--- config.mk ---
export PLATFORM = sky130hd
export DESIGN_NAME = pulse_gen
export DESIGN_NICKNAME = d
export VERILOG_FILES = /design/src/rtl/pulse_gen.sv
export SDC_FILE = /design/constraint.sdc
export NUM_CORES = 1
export LEC_CHECK = 0
export BUFFER_PORTS_ARGS = -buffer_cell sky130_fd_sc_hd__buf_4
export CORE_ASPECT_RATIO = 0.5
export CORE_UTILIZATION = 50
export DETAILED_ROUTE_END_ITERATION = 16
export PLACE_DENSITY = 0.76
export SETUP_SLACK_MARGIN = 0.05
export SYNTH_ARGS = -nofsm -noshare
export SYNTH_HDL_FRONTEND = slang
export SYNTH_SLANG_ARGS = --single-unit
--- constraint.sdc ---
create_clock -name clk -period 2.3 [get_ports clk]
set_clock_uncertainty 0.15 [all_clocks]
set_input_delay 0.46 -clock clk [delete_from_list [all_inputs] [get_ports clk]]
set_output_delay 0.46 -clock clk [all_outputs]
set_load 0.005 [all_outputs]
--- src/rtl/pulse_gen.sv ---
// rtl/pulse_gen.sv - triggered pulse generator with programmable high time and holdoff
//
// Purpose:
//   Accepts a level-sampled trigger while idle and produces one output pulse.
//   The pulse is high for max(hi_len,1) cycles. It is then followed by lo_len
//   holdoff cycles, during which the trigger is ignored.
//
// Ports:
//   clk        single clock, all state changes on posedge
//   rst        synchronous active-high reset
//   x_in       trigger, sampled every posedge
//   hi_len     pulse-high length in cycles (0 behaves as 1)
//   lo_len     holdoff length in cycles (0 means no holdoff)
//   y_out      generated pulse, decoded from the registered state
//   busy       high whenever the generator is not idle
//   done       one-cycle strobe in the cycle after the last high cycle
//   pulse_cnt  number of pulses started since reset, wraps
//
// Configuration:
//   PULSE_GEN_RETRIG_EN  when defined, a trigger seen while the pulse is high
//                        reloads the high counter from the current lengths
//                        and so stretches the pulse.

module pulse_gen #(
    parameter int CW  = 8,
    parameter int PCW = 16
) (
    input  logic           clk,
    input  logic           rst,
    input  logic           x_in,
    input  logic [CW-1:0]  hi_len,
    input  logic [CW-1:0]  lo_len,
    output logic           y_out,
    output logic           busy,
    output logic           done,
    output logic [PCW-1:0] pulse_cnt
);

    typedef enum logic [1:0] {
        IDLE = 2'b00,
        HIGH = 2'b01,
        HOLD = 2'b10
    } state_t;

    state_t         state_q, state_d;
    logic [CW-1:0]  cnt_q, cnt_d;
    logic [CW-1:0]  lo_q, lo_d;
    logic           done_q, done_d;
    logic [PCW-1:0] pcnt_q, pcnt_d;
    logic [CW-1:0]  hi_load;
    logic           retrig;

    // The counter holds "cycles remaining minus one". A zero length is
    // therefore loaded as zero, which gives the single-cycle minimum.
    assign hi_load = (hi_len == '0) ? '0 : hi_len - CW'(1);

`ifdef PULSE_GEN_RETRIG_EN
    assign retrig = x_in;
`else
    assign retrig = 1'b0;
`endif

    always_ff @(posedge clk) begin
        if (rst) begin
            state_q <= IDLE;
            cnt_q   <= '0;
            lo_q    <= '0;
            done_q  <= 1'b0;
            pcnt_q  <= '0;
        end else begin
            state_q <= state_d;
            cnt_q   <= cnt_d;
            lo_q    <= lo_d;
            done_q  <= done_d;
            pcnt_q  <= pcnt_d;
        end
    end

    always_comb begin
        state_d = state_q;
        cnt_d   = cnt_q;
        lo_d    = lo_q;
        done_d  = 1'b0;
        pcnt_d  = pcnt_q;
        case (state_q)
            IDLE: begin
                if (x_in) begin
                    state_d = HIGH;
                    cnt_d   = hi_load;
                    lo_d    = lo_len;
                    pcnt_d  = pcnt_q + PCW'(1);
                end
            end
            HIGH: begin
                if (retrig) begin
                    // Stretch: restart the high phase from the current lengths.
                    // This is not a new pulse, so pcnt is left alone.
                    cnt_d = hi_load;
                    lo_d  = lo_len;
                end else if (cnt_q == '0) begin
                    // done is registered, so it appears in the cycle after the
                    // last high cycle, whichever state follows.
                    done_d = 1'b1;
                    if (lo_q != '0) begin
                        state_d = HOLD;
                        cnt_d   = lo_q - CW'(1);
                    end else begin
                        state_d = IDLE;
                    end
                end else begin
                    cnt_d = cnt_q - CW'(1);
                end
            end
            HOLD: begin
                if (cnt_q == '0) begin
                    state_d = IDLE;
                end else begin
                    cnt_d = cnt_q - CW'(1);
                end
            end
            default: begin
                // The unused encoding recovers to idle on the next edge.
                state_d = IDLE;
                cnt_d   = '0;
            end
        endcase
    end

    assign y_out     = (state_q == HIGH);
    assign busy      = (state_q != IDLE);
    assign done      = done_q;
    assign pulse_cnt = pcnt_q;

endmodule

==> results.cfg <==
[sta]
hold_viol = 0
final.setup.tns_ps = 0
whs_ps = 264
fin_crit_sh_pct = 99.7
rsz0062_at_grt = true
min_period_ps = 2290
slew_headroom_pct = 67.1
finalWorstSetupSlack_ps = 6.55
drv_slew = 0
max_freq_mhz = 436
worstMarginPinSlew_ps = 494
setup_viol = 0

[placement]
hpwlAfterDp_um = 4100
dp_cells = 360
io_buffers = 37
place_congestion = 0.954
dpl-instance-area_um2 = 2500
pre_cts_ws_ps = 25.9

[yosys]
netlist_top_cells_area = dfxtp_1 34%, xor2_1 6.8%, nand2_1 6.6%
ys_seq_elements = 35
seq_area_frac_synth_pct = 34.1
yosysMostFrequentCell = nand2_1
syn_area_um2 = 2050
synth_common_cells = 36 x nand2_1, 35 x dfxtp_1, 34 x nor2_1
async_reset_ff_share_pct = 0
synth_largest_area_cell = dfxtp_1
yosysWarnings = 0
syn_nets = 286
synthDistinctLibCells = 48
synth_edf_count = 0
synth_flop_cell = dfxtp_1
synth_top_area_share_pct = 34.1
netlist_instances = 261
synth.avg_cell_area_um2 = 7.86

[floorplanning]
core_area_um2 = 3920
dieArea_um2 = 4380
rows = 16
floorplan.die.width_um = 92.6
top_level_ports = 38
start_util_pct = 52.3
die_h_um = 47.3

[setup_path]
crit_chain = or4_4, or4_4, or3b_1, a31oi_1, o31a_2
slowest_stage = or4_4
cp_data_required_time_ps = 2390
cpPeakStageDelay_ps = 540
r2r_end = cnt_q[7]
critical_path.most_common_cell = or4_4
rrSetupSlack_ps = 7
critPathCaptureType = flop
critical_path_class = flop to flop
arrival_ps = 2380
rr_worst_depth = 5
crit_path_max_fanout = 4
r2r_start = cnt_q[1]
start_kind = flop

[clock_network]
cts_hold_buf = 0
htreeDepth = 2
cts.sink_count = 35
tritoncts = built
numCtsBuffers = 5
cts_setup_buffers = 0
post_cts_resized = 0
path_clk_slew_ps = 80
insertion_delay_ps = 290
clock_path_buffers = 2
cts_root_buffer = clkbuf_8

[final_layout]
diodes = 0
area_delta_synth_final_pct = 27.0
drive_above_1_share_pct = 24.5
fill_cells = 358
fin_cells = 368
fin_nets = 338
regArea_um2 = 703
multi_input_area_um2 = 1270
fin_area_um2 = 2610

[hold_path]
whs_path_depth = 3
hp-class = primary input to flop
worst_hold_startpoint = lo_len[3]
hold_end = lo_q[3]

[pwr]
p_per_area_nw_per_um2 = 867
power.leakage_nw = 1.09
ir_drop_mv = 0.317

[run]
drv_cap = 0

[global_route]
grt_overflow_total = 0
grt_use_total_pct = 25.8
grt_pass1_vias = 1866
antenna_found_initial = 0
grt_max_degree = 37
grt_first_pass_wirelength_um = 8470

[drt]
viasPerCell = 5.70
drcViolationCount = 0
vias = 2096
ant_nets = 0
drt-initial-drc-count = 121
firstDrtPassIters = 4
wl_per_cell_um = 14.9
totalWireLength_um = 5470

[status]
status = finished clean
-- report_power, final --
part,switching (mW),internal [mW]
sequential,0.0965,0.676
combinational,0.515,0.489
clock,0.238,0.244
-- how the worst max path moves through the flow --
stage	start	to	slack, ps	cells past startpoint
global route	cnt_q[1]	cnt_q[7]	-30	5
global placement	cnt_q[1]	cnt_q[7]	130	5
detailed placement	cnt_q[1]	cnt_q[7]	30	5
CTS	cnt_q[1]	cnt_q[7]	4	5
finish	cnt_q[1]	cnt_q[7]	7	5
floorplan	cnt_q[0]	cnt_q[3]	130	7
-- per-stage QoR --
step                      power (mW)  utilization, %
after floorplan                 1.38               -
after global placement          1.73            63.7
after detailed placement        1.76            63.7
after CTS                       2.24            66.3
after global routing            2.40            66.4
final                           2.26            66.4
-- cells by family after synthesis --
| kind of cell | count (synthesis) | share of synthesized area (%) |
|---|---|---|
| flip-flops | 35 | 34.1 |
| multiplexers | 1 | 0.488 |
| adder cells (fa/ha/maj) | 6 | 3.66 |
| AND/OR/NAND/NOR | 118 | 29.1 |
| buffers and inverters | 22 | 4.08 |
| XOR/XNOR | 27 | 11.5 |
| AO/OA/AOI/OAI | 52 | 17.0 |
-- flip-flops by register name (all words and copies together) (netlist names) --
| register | count |
|---|---|
| pulse_cnt | 16 |
| cnt_q | 8 |
| state_q | 2 |
| done | 1 |
| lo_q | 8 |
-- final cells by class --
cell class | instances | share of cell area, %
flip-flops and latches | 35 | 27.0
well taps | 54 | 2.59
inverters | 10 | 1.44
clock buffers | 6 | 3.17
multi-input cells | 204 | 48.8
clock inverters | 2 | 0.624
repair buffers | 57 | 16.4
-- cells in the final DEF (no fill, tap or decap), drive strengths merged, types with 4 or more instances in the layout --
cell type and instances:
buf 57, nand2 36, dfxtp 35, nor2 34, a21oi 18, xor2 16, xnor2 11, inv 9
ha 6, clkbuf 6, nor4 6, nor3 5, nor3b 5, nand3 5, a221oi 5, o21ai 5
or4 5, nand4 4, a211oi 4
-- per-layer routing --
layer / vias to the layer above / global-route usage [%] / share of wire (%)
li1: 1028 / - / -
met4: 0 / 12.2 / 2.0
met2: 95 / 43.0 / 46
met5: - / 0 / 0
met3: 13 / 6.47 / 7.5
met1: 960 / 32.8 / 45
-- worst max-delay path: cells and delay by family (launching register included) --
family,cells,cell delay [ps]
compound gates,2,360
flops,1,340
simple gates,3,1380
No activity file was read; power rests on OpenSTA's default activity.
